--- src/rtl/rv_bus_pkg.sv ---
// ============================================================================
// Module   : rv_bus_pkg
// Brief    : Shared types and default widths for the memory port arbiter.
// Revision : 1.0 - initial release
// ============================================================================
`default_nettype none

package rv_bus_pkg;

    localparam int c_addr_w = 32;
    localparam int c_data_w = 32;

    typedef enum logic [0:0] {
        IDLE = 1'b0,
        BUSY = 1'b1
    } arb_state_e;

    typedef enum logic [0:0] {
        OWN_IFU = 1'b0,
        OWN_LSU = 1'b1
    } arb_owner_e;

endpackage

`default_nettype wire

--- src/rtl/arb_starve_ctr.sv ---
// ============================================================================
// Module   : arb_starve_ctr
// Brief    : Saturating up-counter with synchronous clear, async reset.
// Revision : 1.0 - initial release
// ============================================================================
`default_nettype none

module arb_starve_ctr #(
    parameter int LIMIT = 4,
    parameter int CNT_W = $clog2(LIMIT + 1)
) (
    input  logic             clk,
    input  logic             rst,
    input  logic             i_inc,
    input  logic             i_clr,
    output logic [CNT_W-1:0] o_cnt
);

    localparam logic [CNT_W-1:0] c_lim = CNT_W'(LIMIT);

    logic [CNT_W-1:0] r_cnt;

    // Clear has priority so a win by the starved side always restarts the count.
    always_ff @(posedge clk or posedge rst) begin
        if (rst) begin
            r_cnt <= '0;
        end else if (i_clr) begin
            r_cnt <= '0;
        end else if (i_inc && (r_cnt != c_lim)) begin
            r_cnt <= r_cnt + CNT_W'(1);
        end
    end

    assign o_cnt = r_cnt;

endmodule

`default_nettype wire

--- src/rtl/mem_port_arbiter.sv ---
// ============================================================================
// Module   : mem_port_arbiter
// Brief    : Two-requester (IFU/LSU) arbiter onto one shared memory port,
//            one transaction outstanding, LSU priority with IFU anti-starvation.
// Revision : 1.0 - initial release
// ============================================================================
`default_nettype none

module mem_port_arbiter
    import rv_bus_pkg::*;
#(
    parameter int ADDR_W     = c_addr_w,
    parameter int DATA_W     = c_data_w,
    parameter int STARVE_LIM = 4
) (
    input  logic                clk,
    input  logic                rst,

    input  logic                ifu_req_valid_i,
    output logic                ifu_req_ready_o,
    input  logic [ADDR_W-1:0]   ifu_addr_i,
    output logic                ifu_resp_valid_o,
    output logic [DATA_W-1:0]   ifu_resp_data_o,

    input  logic                lsu_req_valid_i,
    output logic                lsu_req_ready_o,
    input  logic [ADDR_W-1:0]   lsu_addr_i,
    input  logic [DATA_W-1:0]   lsu_wdata_i,
    input  logic                lsu_we_i,
    input  logic [DATA_W/8-1:0] lsu_wstrb_i,
    output logic                lsu_resp_valid_o,
    output logic [DATA_W-1:0]   lsu_resp_data_o,

    output logic                mem_req_valid_o,
    input  logic                mem_req_ready_i,
    output logic [ADDR_W-1:0]   mem_addr_o,
    output logic [DATA_W-1:0]   mem_wdata_o,
    output logic                mem_we_o,
    output logic [DATA_W/8-1:0] mem_wstrb_o,
    input  logic                mem_resp_valid_i,
    input  logic [DATA_W-1:0]   mem_resp_data_i,

    output logic                stray_resp_o
);

    localparam int               c_cnt_w = $clog2(STARVE_LIM + 1);
    localparam logic [c_cnt_w-1:0] c_lim = c_cnt_w'(STARVE_LIM);

    arb_state_e         r_state;
    arb_state_e         w_state_nxt;
    arb_owner_e         r_owner;
    arb_owner_e         w_owner_nxt;
    arb_owner_e         w_grant;
    logic               w_req_any;
    logic               w_inc;
    logic               w_clr;
    logic [c_cnt_w-1:0] w_starve_cnt;

    arb_starve_ctr #(
        .LIMIT (STARVE_LIM),
        .CNT_W (c_cnt_w)
    ) u_starve_ctr (
        .clk   (clk),
        .rst   (rst),
        .i_inc (w_inc),
        .i_clr (w_clr),
        .o_cnt (w_starve_cnt)
    );

    assign w_req_any = ifu_req_valid_i | lsu_req_valid_i;
    assign w_grant   = (lsu_req_valid_i && !(ifu_req_valid_i && (w_starve_cnt == c_lim)))
                       ? OWN_LSU : OWN_IFU;

    always_ff @(posedge clk or posedge rst) begin
        if (rst) begin
            r_state <= IDLE;
            r_owner <= OWN_IFU;
        end else begin
            r_state <= w_state_nxt;
            r_owner <= w_owner_nxt;
        end
    end

    // Outputs are gated by rst so they read zero for the whole reset window,
    // not just from the first clock edge onwards.
    always_comb begin
        w_state_nxt      = r_state;
        w_owner_nxt      = r_owner;
        w_inc            = 1'b0;
        w_clr            = 1'b0;
        ifu_req_ready_o  = 1'b0;
        lsu_req_ready_o  = 1'b0;
        ifu_resp_valid_o = 1'b0;
        ifu_resp_data_o  = '0;
        lsu_resp_valid_o = 1'b0;
        lsu_resp_data_o  = '0;
        mem_req_valid_o  = 1'b0;
        mem_addr_o       = '0;
        mem_wdata_o      = '0;
        mem_we_o         = 1'b0;
        mem_wstrb_o      = '0;
        stray_resp_o     = 1'b0;

        if (!rst) begin
            case (r_state)
                IDLE: begin
                    stray_resp_o    = mem_resp_valid_i;
                    mem_req_valid_o = w_req_any;
                    if (w_grant == OWN_LSU) begin
                        mem_addr_o  = lsu_addr_i;
                        mem_wdata_o = lsu_wdata_i;
                        mem_we_o    = lsu_we_i;
                        mem_wstrb_o = lsu_wstrb_i;
                    end else if (ifu_req_valid_i) begin
                        mem_addr_o  = ifu_addr_i;
                    end
                    if (w_req_any && mem_req_ready_i) begin
                        w_state_nxt = BUSY;
                        w_owner_nxt = w_grant;
                        if (w_grant == OWN_LSU) begin
                            lsu_req_ready_o = 1'b1;
                            w_inc           = ifu_req_valid_i;
                        end else begin
                            ifu_req_ready_o = 1'b1;
                            w_clr           = 1'b1;
                        end
                    end
                end
                BUSY: begin
                    if (mem_resp_valid_i) begin
                        w_state_nxt = IDLE;
                        if (r_owner == OWN_LSU) begin
                            lsu_resp_valid_o = 1'b1;
                            lsu_resp_data_o  = mem_resp_data_i;
                        end else begin
                            ifu_resp_valid_o = 1'b1;
                            ifu_resp_data_o  = mem_resp_data_i;
                        end
                    end
                end
                default: w_state_nxt = IDLE;
            endcase
        end
    end

endmodule

`default_nettype wire
--- config.mk ---
export PLATFORM = sky130hd
export DESIGN_NAME = mem_port_arbiter
export DESIGN_NICKNAME = d
export VERILOG_FILES = /design/src/rtl/rv_bus_pkg.sv /design/src/rtl/arb_starve_ctr.sv /design/src/rtl/mem_port_arbiter.sv
export SDC_FILE = /design/constraint.sdc
export NUM_CORES = 1
export LEC_CHECK = 0
export ABC_AREA = 1
export CORE_AREA = 2 2 106 108
export CTS_BUF_LIST = sky130_fd_sc_hd__clkbuf_16
export CTS_CLUSTER_DIAMETER = 80
export DETAILED_ROUTE_END_ITERATION = 10
export DIE_AREA = 0 0 108 110
export DONT_BUFFER_PORTS = 1
export GPL_ROUTABILITY_DRIVEN = 0
export SLEW_MARGIN = 20
export SYNTH_ARGS = -nofsm -noshare
export SYNTH_HDL_FRONTEND = slang
export SYNTH_SLANG_ARGS = --single-unit
--- constraint.sdc ---
create_clock -name clk -period 3.02 [get_ports clk]
set_input_delay 0.302 -clock clk [delete_from_list [all_inputs] [get_ports clk]]
set_output_delay 0.302 -clock clk [all_outputs]
set_load 0.005 [all_outputs]
==> run summary, run 1 <==
The number of nets at the end of the flow was 468; the summed area of non-filler cells in the final layout was 0.00188 sq mm. Compared with the post-synthesis result, the final layout area differs by 3.23%. The clock insertion delay at the later pin of the skew report was 230 ps. In the final layout, the multi-input gates occupy 0.00129 sq mm. Register clock-pin slew on the reported worst setup and hold paths: 30 ps.

The number of synthesized register bits is 5. Endpoint of the worst hold-timing path: r_state. The run gives 0 as the number of gates resized after CTS.

From left edge to right edge, the die measures 108 um. The die height is 110 um. The largest single stage delay on the critical path is 380 ps.

The tools report the total wire length as 6550 um. The logs give 21 for the count of unique library cells instantiated by Yosys and 1900 ps for the signal arrival time at the worst endpoint. The die covers 0.0119 sq mm.

Setup repair after global routing left no endpoint under its margin. The repair_antennas step left the layout with diodes totalling 0. For this design the static power due to leakage is 0.852 nW. The endpoint identified for the worst register-to-register timing path is r_owner.

For the sequential element share of the synthesized area, the log shows 6.86%. Worst hold path class: input port to register. The number of buffers inserted by hold repair at cts is 1, and the number of nets produced by synthesis is 488. The signal on the critical path passes through inv_1, ha_1, nand3_4, nand2_8, inv_6, nor2_1. The logs give 1 for the number of levels in the clock H-tree and 7950 um for the wire length of the first global-routing pass. The floorplan has 38 rows.

STA classifies the critical path startpoint as a register. Number of antenna violations at the first check in global routing: 0. The post-route fraction of the period consumed by the critical path works out to 72.9%.

Startpoint of the lowest-slack hold path: rst. The critical path class is register to output port. A synthesized cell averages 5.25 sq um. The clock tree buffer depth was 2.

Largest net degree at the start of global routing: 72. Once placement finished, the instance area stood at 0.00179 sq mm. Number of iterations in the first detailed-routing pass: 4.

The DRC violation count after routing was 0. Of the cells placed in the final design, the portion with a size suffix greater than 1 is 13.8%. The depth of the most critical reg-to-reg path came out at 7.

TritonCTS built the clock tree. STA classifies the critical path endpoint as an output port. At the pin with the least slew margin, the transition time is 589 ps. Across the run, the number of max-cap violations was 0. In this run the tightest slew margin relative to its limit is 60.6%.

The number of setup buffers added after CTS is 0. VDD sags by at most 0.107 mV. The number of top-level pins was 278; the number of vias after detailed routing was 2,047. The Yosys warning count was 0. After legalization and detailed placement, the total HPWL measured 5440 um. The tools report the worst flop-to-flop path startpoint as u_starve_ctr.o_cnt[0]. The number of clock buffers inserted by TritonCTS is 3, and the port buffer count is 0.

The tightest hold path in the finished design has a slack of 228 ps. The total of fill cells in the finished design was 1,243. Initial cell density of the core: 17.0%. The area of the core was 0.0107 sq mm. Using the TritonRoute via totals, the vias-per-cell ratio works out to 4.39.

The flow ran to the end, and the final reports show no timing, DRC or antenna violations. Summing every instance area after synthesis gives 0.00182 sq mm. Count of final setup violators: 0.

The count of cells along the worst hold path is 2. The clock period could shrink to 2200 ps. The maximum operating frequency is 454 MHz. Summed over all failing endpoints, the final setup total negative slack is 0 ps. The worst-case register-to-register setup slack is 1140 ps.

Flip-flop and latch area: 125 sq um. Library cell contributing the largest single delay on the critical path: sky130_fd_sc_hd__dfrtp_1. The ratio of total power to cell area was 307 mW/mm^2. Once detail routing completed, the nets flagged for antenna violations numbered 0. The average detailed-routed wire length per instance was 14.0 um. CTS placed an instance of sky130_fd_sc_hd__clkbuf_16 at the clock tree root. For the number of pins with negative max-slew slack in the final report, the log shows 0. Global routing used 9.11% of the available tracks. The largest clock skew in the final design was 2.11 ps; the clock sink total was 5. The final global-route overflow total was 0.

The most critical setup path has its startpoint at u_starve_ctr.o_cnt[0]. Along the worst path, the maximum fanout reaches 71. The number of instances in the synthesized netlist was 347. For the worst setup path, the data required time is 2720 ps. The via count of the first global-routing pass came out at 1,540. The count of routing violations after the opening detailed-route iteration is 65, and the number of hold violations in the final report is 0.
-- cell type report --
class,count,area share [%]
clock buffers,3,3.99
clock inverters,1,0.199
inverters,47,9.64
multi-input cells,268,68.6
flip-flops and latches,5,6.65
well taps,140,9.31
repair buffers,2,1.60
-- cells in the final DEF (no fill, tap or decap), drive strengths merged --
cell type,instances
nand4,1
dfrtp,5
dlygate4sd3,1
clkbuf,3
a21oi,33
nand2,48
nor2,145
ha,2
o21ai,33
buf,1
inv,48
nand3,5
o211ai,1
-- Yosys cell counts (all sizes together) --
cell type    n  area share, %
nor2       145             31
nand3        5            2.7
ha           2            1.4
o21ai       33            9.1
o211ai       1           0.41
nand2       48             11
buf         27             12
nand4        1           0.34
dfrtp        5            6.9
a21oi       33             15
inv         47             10
-- critical path: cells and delay by family, from the launching register on --
kind          cells  cell delay [ps]
flops             1              380
fa+ha+maj         1              220
buf+inv           2              310
simple gates      3              690
-- routing by layer --
layer | global-route usage, % | vias up | routed length [um]
li1 | - | 1004 | -
met1 | 7.91 | 868 | 2120
met2 | 18.2 | 162 | 3520
met3 | 3.00 | 13 | 705
met4 | 5.04 | 0 | 206
met5 | 0 | - | 0
-- state kept, by name (all words and copies together), names as in the netlist --
| signal | flops |
|---|---|
| u_starve_ctr.o_cnt | 3 |
| r_owner | 1 |
| r_state | 1 |
-- where the power goes --
part / internal (mW) / switching, mW
clock: 0.172 / 0.0472
combinational: 0.0823 / 0.186
sequential: 0.0800 / 0.0112
-- kinds of logic after synthesis --
family	synth area share [%]
flip-flops	6.86
AND/OR/NAND/NOR	45.0
adder cells (fa/ha/maj)	1.37
AO/OA/AOI/OAI	24.5
buffers and inverters	22.3
-- metrics by stage --
step	std cells	setup WS [ps]	util (%)	power [mW]
finish	466	818	17.6	0.578
global route	466	646	17.6	0.632
floorplan	347	1530	-	0.343
global placement	461	1070	16.8	0.360
detailed placement	461	1040	16.8	0.362
CTS	466	766	17.6	0.588
-- worst max path at each step --
stage                     cells past startpoint                   to  slack (ps)
after floorplan                               8       mem_addr_o[11]        1530
after detailed placement                      6      ifu_req_ready_o        1040
after global placement                        6      ifu_req_ready_o        1070
after global routing                          6      ifu_req_ready_o         650
final                                         6      ifu_req_ready_o         820
after CTS                                     6  lsu_resp_data_o[26]         770
(Power assumes the default switching activity.)
==> run 2, diff against run 1 <==
Clock period 3.02 ns to 2.04 ns, I/O delays scaled along.
==> run summary, run 2 (same netlist as run 1, synthesis figures left out) <==
The tools report the worst reg2reg path endpoint as r_owner. The logs give 0.882 nW (+3.5%) for the static leakage power and 0 (unchanged) for the DRC violation count after routing. The number of clock buffers inserted by TritonCTS is 3 (unchanged). Most frequent standard cell in the layout excluding fill and tap cells: sky130_fd_sc_hd__nor2_1.

Number of iterations in the first detailed-routing pass: 4 (unchanged). The number of nets at the end of the flow came out at 473 (+1.1%). The maximum vdd drop came out at 0.277 mV (+160%).

TritonCTS built the clock tree. The number of routed nets with antenna violations is 0 (unchanged), and the slew at the pin closest to its max-slew limit is 321 ps (-268 ps). Number of max-capacitance violations reported: 0 (unchanged).

The clock share of power came out at 36.8% (-1.1 points). For the post-detailed-placement half-perimeter wirelength, the log shows 5680 um (+4.5%). Critical path class: input port to output port. Based on the critical path, the design can be clocked at up to 527 MHz. The worst flop-to-flop path startpoint was u_starve_ctr.o_cnt[0].

The tools report the sequential share of power as 15.7% (about the same). The worst setup path is launched from an input port. The combinational power share came out at 47.5% (+1.1 points). The switching power of the nets is 350 uW (+44%).

The logs give 37 (-49%) for the largest net degree at the start of global routing and 38 (unchanged) for the placement row count. Signal arrival time at the worst endpoint: 1690 ps (-210 ps). Setup repair after global routing could not meet its margin everywhere. The count of cells along the worst hold path is 2 (unchanged), and the endpoint required time on the critical path is 1840 ps (-880 ps). The port buffer count is 0 (unchanged), and the via count of the first global-routing pass is 1,586 (+3.0%).

Area of the core: 0.0107 sq mm (unchanged). The depth of the most critical reg-to-reg path works out to 7 (unchanged). The tools report the total wire length as 6570 um (+0.37%). For hold timing, the worst endpoint is r_state. The ratio of total power to cell area is 441 mW/mm^2 (+43%).

The average detailed-routed wire length per instance was 13.9 um (-0.70%). The width of the die is 108 um (unchanged). For the count of final setup violators, the log shows 0 (unchanged). The number of hold violations in the final report came out at 0 (unchanged). The maximum fanout along the worst path works out to 32 (-55%).

The tools report the wire length of the first global-routing pass as 8090 um (+1.7%). The tools report the number of levels in the clock H-tree as 1 (unchanged). The proportion of total power due to net switching was 41.1% (-1.1 points); the total inserted antenna cells was 0 (unchanged). Share of final-layout standard cells stronger than drive strength 1: 15.4% (+1.6 points). The count of routing violations after the opening detailed-route iteration is 65 (unchanged), and the mean number of vias per cell is 4.45 (+1.3%).

The logs give 278 (unchanged) for the number of top-level pins and 17.0% (unchanged) for the initial cell density of the core. The largest clock skew in the final design came out at 2.37 ps (+0.264 ps). The cell-internal power was 501 uW (+50%); the overall global routing resource usage was 9.26% (+0.15 points).

The post-CTS setup buffer count was 0 (unchanged). The worst setup path is captured at an output port. The die height works out to 110 um (unchanged). The power consumption was 852 uW (+47%).

For the clock tree buffer depth, the log shows 2 (unchanged). The register clock-pin slew on the reported worst setup and hold paths was 30 ps (about the same). The final global-route overflow total came out at 0 (unchanged). In this run the clock root is driven by a sky130_fd_sc_hd__clkbuf_16. The setup TNS is 0 ps (unchanged). From synthesis to final layout, the design area changed by 6.04%. The logs give 5 (unchanged) for the clock sink total and 0 (unchanged) for the number of pins with negative max-slew slack in the final report.

The flow ran to the end, and the final reports show no timing, DRC or antenna violations. The die area is 0.0119 sq mm (unchanged), and the number of flip-flops in the largest register is 3 (unchanged). Number of antenna violations at the first check in global routing: 0 (unchanged). Dividing the final minimum period by the clock period gives 93.0%.

The run gives 230 ps (about the same) as the clock insertion delay at the later pin of the skew report. The minimum period implied by the final worst setup slack was 1900 ps. The worst-case register-to-register setup slack came out at 490 ps (-650 ps). The tightest min-delay check is of the input port to register type.

The library cells used most frequently in the layout, excluding fill and tap cells, are 140 x sky130_fd_sc_hd__nor2_1, 46 x sky130_fd_sc_hd__nand2_1, 44 x sky130_fd_sc_hd__inv_1. The number of vias after detailed routing was 2,096 (+2.4%). The worst hold path begins at rst.

The run gives 78.4% (+18 points) as the relative max-transition margin.
-- run 2: power groups by stage --
stage / Clock, mW / Sequential, mW / Combinational (mW)
after floorplan: 0 / 0.133 / 0.375
after CTS: 0.323 / 0.134 / 0.408
final: 0.313 / 0.134 / 0.404
after detailed placement: 0 / 0.135 / 0.405
after global placement: 0 / 0.135 / 0.401
after global routing: 0.334 / 0.138 / 0.466
-- run 2: area by class of cell --
| class | count | area, sq um |
|---|---|---|
| fill | 1237 | 8760 |
| multi-input combinational | 268 | 1290 |
| inverter | 47 | 189 |
| tap | 140 | 175 |
| sequential | 5 | 125 |
| clock buffer | 3 | 75.1 |
| timing repair buffer | 7 | 71.3 |
| clock inverter | 1 | 3.75 |
-- run 2: critical path, stage by stage --
cell and delay [ps]:
sky130_fd_sc_hd__dlygate4sd3_1 580, sky130_fd_sc_hd__inv_2 140, sky130_fd_sc_hd__nand3_1 130, sky130_fd_sc_hd__nor2_2 230
sky130_fd_sc_hd__inv_4 170, sky130_fd_sc_hd__nor2_1 230
-- run 2: metrics by stage --
step	area, sq um	worst slack [ps]	util (%)	cells	hold slack [ps]
after detailed placement	1830	344	17.1	466	-15.9
final	1930	142	18.1	471	146
after global routing	1930	-0.149	18.1	471	149
after floorplan	1820	649	-	347	-40.6
after global placement	1830	357	17.1	466	-15.6
after CTS	1920	3.23	17.9	471	140
-- run 2: how the worst max path moves through the flow --
stage                                startpoint                   to  slack [ps]  cells after the start
after floorplan           u_starve_ctr.o_cnt[0]       mem_addr_o[11]         650                      8
after global placement    u_starve_ctr.o_cnt[0]       mem_addr_o[31]         360                      8
after detailed placement  u_starve_ctr.o_cnt[0]       mem_addr_o[18]         340                      8
after CTS                                   rst  lsu_resp_data_o[26]           3                      6
after global routing      u_starve_ctr.o_cnt[0]        mem_addr_o[1]        -0.1                      8
final                                       rst  ifu_resp_data_o[16]         140                      6
-- run 2: timing repair --
action                                 in CTS  in global routing
resized for setup                           0                  7
setup endpoints to repair                   0                 47
hold buffers                                1                  0
endpoints found under the hold margin       5                  0
-- run 2: per-layer routing --
layer / global-route usage (%) / wire length (um) / vias to the layer above / share of wire [%]
met3: 3.47 / 659 / 14 / 10
met4: 4.40 / 216 / 0 / 3.3
met1: 8.01 / 2140 / 896 / 33
li1: - / - / 1019 / -
met2: 18.6 / 3550 / 167 / 54
met5: 0 / 0 / - / 0
